### src/rtl/arb_pkg.sv
// -----------------------------------------------------------------------------
// arb_pkg
// Shared types and helpers for the lock-on-transaction arbiters.
//   MODE_FIXED / MODE_RR : values of the mode_rr select input
//   arb_state_e          : arbiter FSM states (ST_IDLE, ST_BUSY)
//   onehot2idx()         : binary index of a one-hot vector (up to 32 bits)
// -----------------------------------------------------------------------------
package arb_pkg;

    localparam logic MODE_FIXED = 1'b0;
    localparam logic MODE_RR    = 1'b1;

    typedef enum logic {
        ST_IDLE = 1'b0,
        ST_BUSY = 1'b1
    } arb_state_e;

    // Returns the index of the set bit; an all-zero vector maps to 0.
    function automatic logic [4:0] onehot2idx(input logic [31:0] oh);
        logic [4:0] idx;
        idx = '0;
        for (int unsigned i = 0; i < 32; i++) begin
            if (oh[i]) idx = 5'(i);
        end
        return idx;
    endfunction

endpackage

### src/rtl/rr_lock_arbiter_if.sv
// -----------------------------------------------------------------------------
// rr_lock_arbiter_if
// Request/grant bundle between requesters, downstream sink and the arbiter.
//   req, req_last   : per-requester request level and last-beat flag
//   mode_rr         : 0 = fixed priority, 1 = round-robin
//   gnt_ready       : downstream accepts the current beat
//   grant           : one-hot grant
//   grant_idx       : binary grant index, valid with grant_valid
//   grant_valid     : a grant is active
//   timeout         : one-cycle forced-release pulse
// Modports: master (requester/system side), slave (arbiter side).
// -----------------------------------------------------------------------------
interface rr_lock_arbiter_if #(
    parameter int N  = 4,
    parameter int IW = $clog2(N)
) ();

    logic [N-1:0]  req;
    logic [N-1:0]  req_last;
    logic          mode_rr;
    logic          gnt_ready;
    logic [N-1:0]  grant;
    logic [IW-1:0] grant_idx;
    logic          grant_valid;
    logic          timeout;

    modport master (
        output req, req_last, mode_rr, gnt_ready,
        input  grant, grant_idx, grant_valid, timeout
    );

    modport slave (
        input  req, req_last, mode_rr, gnt_ready,
        output grant, grant_idx, grant_valid, timeout
    );

endinterface

### src/rtl/arb_rr_pick.sv
// -----------------------------------------------------------------------------
// arb_rr_pick
// Combinational winner selection.
//   req     : request vector
//   ptr     : index of the last winner (round-robin mode only)
//   mode    : MODE_FIXED = lowest set index wins,
//             MODE_RR    = first set bit strictly above ptr, wrapping to 0
//   win_idx : winning index (0 when win_vld is low)
//   win_vld : at least one request is present
// -----------------------------------------------------------------------------
module arb_rr_pick
    import arb_pkg::*;
#(
    parameter int N  = 4,
    parameter int IW = $clog2(N)
) (
    input  logic [N-1:0]  req,
    input  logic [IW-1:0] ptr,
    input  logic          mode,
    output logic [IW-1:0] win_idx,
    output logic          win_vld
);

    logic [2*N-1:0] w_dbl;
    int unsigned    w_ptr_u;

    always_comb begin
        // Two copies of req side by side: the window (ptr, ptr+N] covers every
        // requester exactly once starting just above ptr, so a plain lowest-bit
        // encode over that window gives the wrapped round-robin winner.
        w_dbl   = {req, req};
        w_ptr_u = 32'(ptr);
        win_idx = '0;
        win_vld = |req;
        if (mode == MODE_RR) begin
            for (int unsigned j = 2 * N - 1; j >= 1; j--) begin
                if (w_dbl[j] && (j > w_ptr_u) && (j <= w_ptr_u + N)) begin
                    win_idx = IW'((j >= N) ? (j - N) : j);
                end
            end
        end else begin
            for (int unsigned i = N; i > 0; i--) begin
                if (req[i-1]) win_idx = IW'(i - 1);
            end
        end
    end

endmodule

### src/rtl/rr_lock_arbiter.sv
// -----------------------------------------------------------------------------
// rr_lock_arbiter
// N-way arbiter, fixed priority or round-robin selectable at runtime. The grant
// is registered one-hot and stays locked on the winner until its transaction
// completes (gnt_ready && req_last[grant_idx]) or the winner drops its request.
// On release a new winner is registered on the next edge with no idle bubble.
//   clk  : clock, rising edge
//   rst  : asynchronous active-low reset
//   bus  : rr_lock_arbiter_if.slave (req/req_last/mode_rr/gnt_ready in,
//          grant/grant_idx/grant_valid/timeout out)
// Optional feature macro: ARB_HOLD_TIMEOUT_EN
//   defined   : a grant held HOLD_MAX cycles without completing is force-
//               released and timeout pulses for one cycle
//   undefined : no hold counter, timeout is constant 0
// -----------------------------------------------------------------------------
module rr_lock_arbiter
    import arb_pkg::*;
#(
    parameter int N        = 4,
    parameter int IW       = $clog2(N),
    parameter int HOLD_MAX = 64
) (
    input  logic               clk,
    input  logic               rst,
    rr_lock_arbiter_if.slave   bus
);

    if ((N < 2) || (N > 32) || (HOLD_MAX < 2)) begin : g_bad_cfg
        $error("rr_lock_arbiter: N must be 2..32 and HOLD_MAX at least 2");
    end

    arb_state_e    r_state;
    logic [N-1:0]  r_grant;
    logic [IW-1:0] r_grant_idx;
    logic [IW-1:0] r_rr_ptr;
    logic          r_grant_valid;

    logic          w_rr;
    logic          w_done;
    logic          w_abort;
    logic          w_to;
    logic          w_release;
    logic          w_load;
    logic [IW-1:0] w_ptr;
    logic [IW-1:0] w_win_idx;
    logic          w_win_vld;

`ifdef ARB_HOLD_TIMEOUT_EN
    localparam int HW = $clog2(HOLD_MAX + 1);
    logic [HW-1:0] r_hold;
    logic          r_timeout;
`endif

    always_comb begin
        w_rr    = (bus.mode_rr == MODE_RR);
        w_done  = bus.gnt_ready & bus.req_last[r_grant_idx];
        w_abort = ~bus.req[r_grant_idx];
`ifdef ARB_HOLD_TIMEOUT_EN
        w_to    = (r_hold == HW'(HOLD_MAX - 1));
`else
        w_to    = 1'b0;
`endif
        w_release = (r_state == ST_BUSY) & (w_abort | w_done | w_to);
        // On a release the pointer update must already be visible to this
        // cycle's re-arbitration, so the retiring index is fed through here.
        w_ptr  = (w_release & w_rr) ? r_grant_idx : r_rr_ptr;
        w_load = w_win_vld & ((r_state == ST_IDLE) | w_release);
    end

    arb_rr_pick #(
        .N  (N),
        .IW (IW)
    ) u_pick (
        .req     (bus.req),
        .ptr     (w_ptr),
        .mode    (bus.mode_rr),
        .win_idx (w_win_idx),
        .win_vld (w_win_vld)
    );

    always_ff @(posedge clk or negedge rst) begin
        if (!rst) begin
            r_state       <= ST_IDLE;
            r_grant       <= '0;
            r_grant_idx   <= '0;
            r_grant_valid <= 1'b0;
            r_rr_ptr      <= IW'(N - 1);
`ifdef ARB_HOLD_TIMEOUT_EN
            r_hold        <= '0;
            r_timeout     <= 1'b0;
`endif
        end else begin
            if (w_release && w_rr) r_rr_ptr <= r_grant_idx;
`ifdef ARB_HOLD_TIMEOUT_EN
            // Pulse only when the counter alone caused the release.
            r_timeout <= w_release & w_to & ~w_done & ~w_abort;
`endif
            if (w_load) begin
                r_state       <= ST_BUSY;
                r_grant       <= N'(1) << w_win_idx;
                r_grant_idx   <= w_win_idx;
                r_grant_valid <= 1'b1;
`ifdef ARB_HOLD_TIMEOUT_EN
                r_hold        <= '0;
`endif
            end else if (w_release) begin
                r_state       <= ST_IDLE;
                r_grant       <= '0;
                r_grant_idx   <= '0;
                r_grant_valid <= 1'b0;
            end else if (r_state == ST_BUSY) begin
`ifdef ARB_HOLD_TIMEOUT_EN
                r_hold        <= r_hold + 1'b1;
`endif
            end
        end
    end

    assign bus.grant       = r_grant;
    assign bus.grant_idx   = r_grant_idx;
    assign bus.grant_valid = r_grant_valid;
`ifdef ARB_HOLD_TIMEOUT_EN
    assign bus.timeout     = r_timeout;
`else
    assign bus.timeout     = 1'b0;
`endif

endmodule

### src/flat_wrapper.sv
// flat-port wrapper written by rule: the top's interface ports become plain ports
module rr_lock_arbiter_flat import arb_pkg::*;
#(
    parameter int N        = 4,
    parameter int IW       = $clog2(N),
    parameter int HOLD_MAX = 64
)
  (clk, rst, bus_req, bus_req_last, bus_mode_rr, bus_gnt_ready, bus_grant, bus_grant_idx, bus_grant_valid, bus_timeout);
  rr_lock_arbiter_if #(.N(N), .IW(IW)) bus_i ();
  input  logic clk;
  input  logic rst;
  input wire logic [$bits(bus_i.req)-1:0] bus_req;
  input wire logic [$bits(bus_i.req_last)-1:0] bus_req_last;
  input wire logic [$bits(bus_i.mode_rr)-1:0] bus_mode_rr;
  input wire logic [$bits(bus_i.gnt_ready)-1:0] bus_gnt_ready;
  output wire logic [$bits(bus_i.grant)-1:0] bus_grant;
  output wire logic [$bits(bus_i.grant_idx)-1:0] bus_grant_idx;
  output wire logic [$bits(bus_i.grant_valid)-1:0] bus_grant_valid;
  output wire logic [$bits(bus_i.timeout)-1:0] bus_timeout;
  assign bus_i.req = bus_req;
  assign bus_i.req_last = bus_req_last;
  assign bus_i.mode_rr = bus_mode_rr;
  assign bus_i.gnt_ready = bus_gnt_ready;
  assign bus_grant = bus_i.grant;
  assign bus_grant_idx = bus_i.grant_idx;
  assign bus_grant_valid = bus_i.grant_valid;
  assign bus_timeout = bus_i.timeout;
  rr_lock_arbiter #(.N(N), .IW(IW), .HOLD_MAX(HOLD_MAX)) u_core (.clk(clk), .rst(rst), .bus(bus_i));
endmodule
### config.mk
export PLATFORM = sky130hd
export DESIGN_NAME = rr_lock_arbiter_flat
export DESIGN_NICKNAME = d
export VERILOG_FILES = /design/src/rtl/arb_pkg.sv /design/src/rtl/rr_lock_arbiter_if.sv /design/src/rtl/arb_rr_pick.sv /design/src/rtl/rr_lock_arbiter.sv /design/src/flat_wrapper.sv
export SDC_FILE = /design/constraint.sdc
export NUM_CORES = 1
export LEC_CHECK = 0
export ABC_CLOCK_PERIOD_IN_PS = 3700
export CAP_MARGIN = 20
export CORE_UTILIZATION = 49
export DETAILED_ROUTE_END_ITERATION = 12
export PLACE_DENSITY = 0.82
export SYNTH_ARGS = -nofsm -noshare
export SYNTH_HDL_FRONTEND = slang
export SYNTH_SLANG_ARGS = --single-unit
### constraint.sdc
create_clock -name clk -period 3.7 [get_ports clk]
set_input_delay 0.74 -clock clk [delete_from_list [all_inputs] [get_ports clk]]
set_output_delay 0.74 -clock clk [all_outputs]
set_load 0.02 [all_outputs]
# Yosys cells after proc, flatten, opt, wreduce, memory -nomap -nowiden
# Index checks and enable logic that the tools add are counted.
# W data, S select, Z words.
dict set report classes {
  add_sub_neg 1
  n_mul 0
  div 0
  magnitude_cmp 11
  n_eq_ne 0
  shift 1
  muxes 23
  bitwise_logic 8
  reduce_logical 13
}
# operator n
set ops {}
lappend ops {{$le A3 B32 Y1 const A} 4}
lappend ops {{$le A2 B32 Y1 const A} 2}
lappend ops {{$mux W2} 15}
lappend ops {{$logic_and A1 B1 Y1} 11}
lappend ops {{$mux W4} 2}
lappend ops {{$add A2 B3 Y4 const B} 1}
lappend ops {{$and A1 B1 Y1} 4}
lappend ops {{$bmux W1 S2} 2}
lappend ops {{$gt A2 B2 Y1 const A} 2}
lappend ops {{$le A1 B4 Y1 const A} 1}
lappend ops {{$mux W1} 4}
lappend ops {{$reduce_or A4 Y1} 1}
lappend ops {{$shl A1 B2 Y4 const A} 1}
lappend ops {{$lt A2 B3 Y1 const B} 1}
lappend ops {{$gt A1 B2 Y1 const A} 1}
lappend ops {{$not A1 Y1} 2}
lappend ops {{$or A1 B1 Y1} 2}
lappend ops {{$reduce_bool A2 Y1} 1}
dict set report word_totals {
  register_bits 9
  latch_bits 0
  ram_bits 0
  mem_bits_ro 0
  inputBits 12
  out_inout_bits 8
  word_cells 61
  n_memories 0
}

# Logic depth before layout (Yosys ltp)
dict set report depth {
  ltp_word 20
  mapped_depth 8
  mapped_depth_nobuf 7
}

# Modules after synthesis
# Synthesis repeated with hierarchy kept, for this count alone.
dict set report unflattened {
  hier_cells 67
  hier_area_um2 641.9
}
# mod n_inst cells_each area_per_inst_um2
set modules_own_cells {}
lappend modules_own_cells {rr_lock_arbiter 1 49 534.3}
lappend modules_own_cells {arb_rr_pick 1 18 107.6}

# Least setup slack after synthesis
# OpenSTA, ideal clock, no wires.
dict set report synth_timing {
  path_type {input to register}
  start {in bus_req[3]}
  end {reg u_core.r_grant_idx[0], in the netlist u_core.bus.grant_idx[0]}
  setup_ps 121
  arrival_ps 2624
  required_ps 3579
  slack_ps 955
  path_stages 7
  path_cell_list {mux4_2 > o221a_4 > nand3b_4 > and3b_1 > o311a_1 > or3b_4 > a22o_1}
}
dict set report synth_via {
  elab_chain_len 19
  elab_cells_between_ends 45
  cone_classes {1 x add/sub; 10 x order compare; 16 x mux; 6 x bitwise; 12 x reduce/logical}
}
# item line
set synth_rtl {}
lappend synth_rtl {{start, declared} flat_wrapper.sv:12} ;# input wire logic [$bits(bus_i.req)-1:0] bus_req;
lappend synth_rtl {{$bmux W1 S2} rr_lock_arbiter.sv:57} ;# w_abort = ~bus.req[r_grant_idx];
lappend synth_rtl {{$mux W1 (not written as such)} rr_lock_arbiter.sv:57}
lappend synth_rtl {{$not A1 Y1} rr_lock_arbiter.sv:57}
lappend synth_rtl {{$or A1 B1 Y1} rr_lock_arbiter.sv:63} ;# w_release = (r_state == ST_BUSY) & (w_abort | w_done | w_to);
lappend synth_rtl {{$and A1 B1 Y1} rr_lock_arbiter.sv:63}
lappend synth_rtl {{$and A1 B1 Y1} rr_lock_arbiter.sv:66} ;# w_ptr = (w_release & w_rr) ? r_grant_idx : r_rr_ptr;
lappend synth_rtl {{$mux W2} rr_lock_arbiter.sv:66}
lappend synth_rtl {{$add A2 B3 Y4} arb_rr_pick.sv:37} ;# if (w_dbl[j] && (j > w_ptr_u) && (j <= w_ptr_u + N)) begin
lappend synth_rtl {{$le A3 B32 Y1} arb_rr_pick.sv:37}
lappend synth_rtl {{$logic_and A1 B1 Y1} arb_rr_pick.sv:37}
lappend synth_rtl {{$mux W2 (7 in series)} arb_rr_pick.sv:37}
lappend synth_rtl {{$mux W2} arb_rr_pick.sv:35} ;# if (mode == MODE_RR) begin
lappend synth_rtl {{$mux W2} rr_lock_arbiter.sv:98} ;# if (w_load) begin
lappend synth_rtl {{end signal, assigned} rr_lock_arbiter.sv:101} ;# r_grant_idx <= w_win_idx;
lappend synth_rtl {{end, declared} rr_lock_arbiter.sv:34} ;# logic [IW-1:0] r_grant_idx;
# Parallel ways exist; a longest one is shown, timed or not. The select of a mux whose other input is x is not followed.
# A chain may end at the register's enable or synchronous reset.

# Final worst setup path
dict set report layout_timing {
  start {in bus_req[1]}
  end {reg u_core.r_grant_idx[0], in the netlist u_core.bus.grant_idx[0]}
}
# The elaborated chain is that of the path after synthesis.

==> impl_metrics.csv <==
group,metric,value,unit
clock_network,holdBufCountCts,0,
worst_setup_path,worst_setup_path_end_kind,"flop",
floorplanning,row_count,13,
floorplanning,pin_count,20,
worst_setup_path,crit_slowest_cell,"clkdlybuf4s50_1",
floorplanning,initial_core_util,53.08,%
clock_network,htree_levels,1,
yosys,yosysWarnings,0,
routing,initialDrtViolationCount,42,
global_routing,grt-busiest-layer,"met2",
worst_setup_path,worstPathMaxFanout,9,
timing,tightest_slew,0.6188,ns
worst_setup_path,cp.arrival,3.37,ns
hold_path,min_path_type,"reg -> reg",
worst_setup_path,path_cells,"clkdlybuf4s50_1, mux4_2, o221a_4, o21ai_2, a21boi_0, o311ai_0, or3b_4, a22o_1",
routing,final_antenna_net_count,0,
yosys,synthTopCellsByArea,"dfrtp_1 (25%), dfstp_2 (7.6%), nand2_1 (7.1%)",
timing,drv_slew,0,
worst_setup_path,critPathLaunchType,"input pin",
worst_setup_path,cpPeakStageDelay,0.51,ns
pwr,p_int,357.2,uW
routing,routedWlPerCell,15.15,um
yosys,synth_edf_count,0,
global_routing,track_usage,25.98,%
worst_setup_path,crit_family,"compound AO/OA/AOI/OAI gates",
timing,fin_crit_sh,86.81,%
outcome,outcome,"completed",
pwr,leakage,0.0003811,uW
timing,hold_viol_final,0,
timing,clock.fmax,0.3114,GHz
clock_network,clockBufferDepth,2,
floorplanning,dieArea,1564,um2
timing,period_minus_slack,3.212,ns
pwr,p_clk_share,13.2,%
clock_network,cts-root-buf,"clkbuf_4",
cells_and_area,diodes,0,
floorplanning,die_h,39.55,um
yosys,yosysTopAreaCellShare,25.36,%
timing,relSlewSlack,58.31,%
timing,setup_violations,0,
global_routing,grt_pass1_wl,2628,um
pwr,comb_power_share,54.4,%
routing,finalWirelength,1697,um
worst_setup_path,worstSetupPathType,"in -> reg",
global_routing,grt_util_met2,39.34,%
pwr,ir_drop,0.0003817,V
routing,vias,692,
global_routing,grt_remaining_overflow,0,
pwr,p_sw,253.4,uW
yosys,ys_top_cells_by_count,"nand2_1 (13), o21ai_0 (8), dfrtp_1 (7), nand2b_1 (4), nor2_1 (4)",
clock_network,postCtsSetupRepairBufs,0,
clock_network,clk_latency,0.27,ns
clock_network,cts_tree,"yes",
pwr,power_switching_share,41.50,%
yosys,async_flop_share,100.0,%
yosys,synth_most_common_cell,"nand2_1",
floorplanning,die_w,39.55,um
global_routing,grt_start_max_net_pins,11,
pwr,p_per_area,675.0,nW/um2
worst_setup_path,critPathBufInv,1,
yosys,synth.avg_cell_area,9.088,um2
cells_and_area,nets,110,
routing,firstDrtPassIters,4,
cells_and_area,final_util,69.52,%
routing,vias_per_cell,6.179,
cells_and_area,drive_gt1_share,13.40,%
yosys,yosysTopAreaCell,"dfrtp_1",
worst_setup_path,worstPathRequired,3.86,ns
clock_network,numCtsBuffers,3,
place,place_congestion,0.9202,
job,maxCapViolCount,0,
floorplanning,core,1301,um2
pwr,seqPwrFrac,32.5,%
clock_network,clock-sinks,9,
yosys,ys_types,38,
timing,skew,0.002652,ns
yosys,synthesis.nets,88,
clock_network,path_clk_slew,0.06,ns
yosys,syn-cell-area,690.7,um2
timing,grt_setup_unrepaired,"false",
yosys,ys_seq_area_share,32.97,%
place,hpwl,1324,um
global_routing,use_met3,6.818,%
yosys,synth-seq-cells,9,
yosys,syn_inst,76,
global_routing,grt_pass1_vias,578,
clock_network,cts-resized-gates,0,
cells_and_area,fillers,106,
global_routing,antenna_found_initial,0,
place,portBuffers,18,
timing,tns,0,ns
cells_and_area,syn_to_final_growth,30.98,%
routing,drcViolationCount,0,
global_routing,gr-usage-met1,34.63,%
yosys,synth_ff_type,"dfrtp_1",
metrics by stage:
stage,instance area (um2),hold WS (ns),std cells,power (uW),worst slack [ns]
global route,904.6,0.5190,112,647.2,0.3545
floorplan,690.7,0.4444,76,419.4,0.9552
CTS,904.6,0.4965,112,608.8,0.5639
detailed placement,878.3,0.4826,108,528.8,0.2797
global placement,878.3,0.4772,108,524.7,0.3166
finish,904.6,0.4877,112,610.6,0.4882
cell families (layout without fill, tap and decap cells):
family / count (synthesis) / in the layout / share of synthesized area, %
multiplexers: 3 / 3 / 6.159
other: 1 / 1 / 0.5430
buffers and inverters: 3 / 24 / 3.261
flip-flops: 9 / 9 / 32.97
AND/OR/NAND/NOR: 35 / 35 / 29.17
AO/OA/AOI/OAI: 25 / 25 / 27.90
state kept, by name, indices dropped and copies added (netlist names):
register	cells
u_core.r_rr_ptr	2
u_core.bus.grant_idx	2
u_core.bus.grant	4
u_core.bus.grant_valid	1
cell type report:
cell class / count / area, um2 / share of cell area (%)
multi-input cells: 64 / 440.4 / 48.69
flip-flops and latches: 9 / 227.7 / 25.17
repair buffers: 19 / 187.7 / 20.75
clock buffers: 4 / 26.28 / 2.905
well taps: 15 / 18.77 / 2.075
inverters: 1 / 3.754 / 0.4149
worst paths after layout:
path | start | endpoint | slack, ns | depth (start not counted)
min in group asynchronous | rst | u_core.bus.grant_idx[1] | 0.76 | 1
min reg2reg | u_core.bus.grant[0] | u_core.bus.grant[0] | 0.49 | 2
max in group asynchronous | rst | u_core.r_rr_ptr[1] | 2.61 | 1
min | u_core.bus.grant[0] | u_core.bus.grant[0] | 0.49 | 2
max | bus_req[1] | u_core.bus.grant_idx[0] | 0.49 | 8
max reg2reg | u_core.bus.grant_idx[1] | u_core.bus.grant_idx[0] | 0.80 | 7
power by group through the flow:
stage	combinational [uW]	sequential, uW	clock [uW]
floorplan	206	213	0
global placement	326	198	0
global route	357	205	84.7
CTS	330	198	80.5
finish	332	198	80.3
detailed placement	329	199	0
worst min-delay path, cell delays in order, from the launching register on:
cell and delay, ns:
dfrtp_1 0.34, nand2_1 0.05, o21ai_0 0.06
cell usage in the layout, fill, tap and decap left out, drive strengths merged, types with 2 or more instances in the layout:
cell / n
a21boi: 2
a21oi: 2
a22o: 3
and2: 3
clkbuf: 4
clkdlybuf4s50: 18
dfrtp: 7
dfstp: 2
mux2i: 2
nand2: 13
nand2b: 4
nand3b: 2
nor2: 4
nor3b: 2
o21ai: 9
metal layers:
metal,wire length (um),up-vias
met4,36,0
met5,0,-
met2,787,29
met1,765,331
li1,-,328
met3,108,4
No activity file was read; power rests on OpenSTA's default activity.
==> RTL edit: new RTL, same settings <==
Add a define of `ARB_HOLD_TIMEOUT_EN`.
--- a/src/rtl/rr_lock_arbiter.sv
+++ b/src/rtl/rr_lock_arbiter.sv
@@ -15,2 +15,4 @@
 // -----------------------------------------------------------------------------
+`define ARB_HOLD_TIMEOUT_EN
+
 module rr_lock_arbiter
Formal check against the unedited RTL: no difference found for any inputs over 10 cycles, from zero or initial values and one cycle with rst low; that may be too few to reach the edited logic, so the function may still have changed.
==> RTL edit against the unedited design <==
Synthesized area rose by 40%; global-route usage fell by 0.27 points; total power rose by 25%; sequential cell count rose by 8; worst setup slack improved by 260 ps; wire length rose by 39%; cell count rose by 36%; sequential power rose by 53%; final area rose by 35%; critical endpoint is now u_core.bus.grant[3].
==> RTL edit: results (changes against the unedited design) <==
\begin{tabular}{lr}
\hline
Metric & Value \\
\hline
\multicolumn{2}{l}{\textbf{Final layout}} \\
Proportion of layout cells with a drive suffix above 1 & 0.1102 (was 0.1340) \\
Filler cell count in the final layout & 148 (was 106) \\
Largest register FFs & 7 (was 4) \\
\multicolumn{2}{l}{\textbf{Status}} \\
Result of the run & finished, final reports clean (unchanged) \\
\multicolumn{2}{l}{\textbf{Route}} \\
Iteration-0 DRC Markers & 29 (was 42) \\
Total Wirelength & 2.362 mm (was 1.697 mm) \\
Vias & 907 (was 692) \\
\multicolumn{2}{l}{\textbf{Worst setup path}} \\
Capture instance of the worst register-to-register path & u\_core.bus.grant[3] (was u\_core.bus.grant\_idx[0]) \\
Depth of the most critical reg-to-reg path & 8 (was 7) \\
R2R Path Start & u\_core.r\_hold[0] (was u\_core.bus.grant\_idx[1]) \\
Register-to-register path setup slack & 1180 ps (was 800 ps) \\
\multicolumn{2}{l}{\textbf{Yosys}} \\
Net count after synthesis & 117 (was 88) \\
Count of cell types in the netlist & 38 (unchanged) \\
Sequential area share after synthesis & 0.4413 (was 0.3297) \\
Synth top cells by count & dfrtp\_1, nand2\_1, o21ai\_0, nand3\_1, nor2\_1 (was nand2\_1, o21ai\_0, dfrtp\_1, nand2b\_1, nor2\_1) \\
\multicolumn{2}{l}{\textbf{STA}} \\
Hold WS & 492.3 ps (was 487.7 ps) \\
Max Clock Skew & 5.153 ps (was 2.652 ps) \\
Slew at the pin with the worst max-slew slack & 731.4 ps (was 618.8 ps) \\
\multicolumn{2}{l}{\textbf{Power}} \\
Reported leakage power & 0.0005176 uW (was 0.0003811 uW) \\
Peak VDD IR & 0.0003732 V (was 0.0003817 V) \\
\multicolumn{2}{l}{\textbf{Clock network}} \\
Clock network latency to the later pin of the worst-skew pair & 300 ps (was 270 ps) \\
\multicolumn{2}{l}{\textbf{Place}} \\
Number of buffer cells added on primary ports & 19 (was 18) \\
Routability Congestion & 0.9018 (was 0.9202) \\
\multicolumn{2}{l}{\textbf{GRT}} \\
Maximum number of pins on one net before global-route repair & 18 (was 11) \\
Via count of the first global-routing pass & 877 (was 578) \\
Total routing usage reported by global routing & 0.2571 (was 0.2598) \\
Wire length of the first global-routing pass & 3.850 mm (was 2.628 mm) \\
\hline
\end{tabular}
[RTL edit: cell types whose count changed after synthesis, sizes merged, moves of 3 or more]
cell	change
a21oi	+4
nand2b	-3
o31ai	+3
inv	+4
dfrtp	+8
nand3	+5
[RTL edit: cells by family after synthesis]
kind of cell / count (synthesis) / synth area share
AOI/OAI and AO/OA: 36 / 0.2606
xor gates and xnor gates: 1 / 0.009034
adders and majority gates: 1 / 0.01290
buffers and inverters: 6 / 0.02451
DFF: 17 / 0.4413
muxes: 6 / 0.07613
and+or+nand+nor: 37 / 0.1755
[RTL edit: stage by stage]
| stage | total power, uW | utilization | cell area, sq um | instances | worst slack, ps |
|---|---|---|---|---|---|
| 6_report | 760.4 | 0.6849 | 1221 | 152 | 750.6 |
| 5_1_grt | 807.9 | 0.6849 | 1221 | 152 | 655.8 |
| 4_1_cts | 760.9 | 0.6849 | 1221 | 152 | 761.3 |
| 3_5_place_dp | 653.1 | 0.6695 | 1194 | 148 | 442.6 |
| 3_3_place_gp | 635.3 | 0.6695 | 1194 | 148 | 533.8 |
| 2_1_floorplan | 525.3 | - | 969.7 | 104 | 1140 |
[RTL edit: cell type report]
| cell class | count | share of cell area |
|---|---|---|
| Clock buffer | 3 | 0.01844 |
| Inverter | 5 | 0.01537 |
| Clock inverter | 1 | 0.004098 |
| Tap cell | 25 | 0.02561 |
| Timing Repair Buffer | 20 | 0.1619 |
| Multi-Input combinational cell | 81 | 0.4242 |
| Sequential cell | 17 | 0.3504 |
[RTL edit: worst max-delay path, cell delays in order]
cell,delay [ps]
clkdlybuf4s50_1,510
a21boi_1,190
mux4_2,540
a21oi_4,220
mux2_2,360
nand2b_1,170
a211oi_2,280
a22o_2,180
[RTL edit: worst max path at each step]
stage	to	start	slack (ps)
6_report	u_core.bus.grant[3]	bus_req[3]	750
5_1_grt	u_core.bus.grant[1]	bus_req[2]	660
4_1_cts	u_core.bus.grant[3]	bus_req[1]	760
3_5_place_dp	u_core.bus.grant[3]	bus_req[1]	440
3_3_place_gp	u_core.bus.grant[2]	bus_req[1]	530
2_1_floorplan	u_core.bus.grant[3]	bus_req[1]	1140
[RTL edit: power by group]
group / internal, uW / total, uW / switching (uW)
Combinational: 161 / 354 / 193
Sequential: 243 / 302 / 59.1
Clock: 40.3 / 105 / 64.2
[RTL edit: routing by layer]
layer,vias to the layer above,global-route usage,wire length (um)
li1,429,-,-
met1,436,0.2906,936
met2,35,0.4694,1260
met3,7,0.03529,109
met4,0,0.1118,55
met5,-,0,0
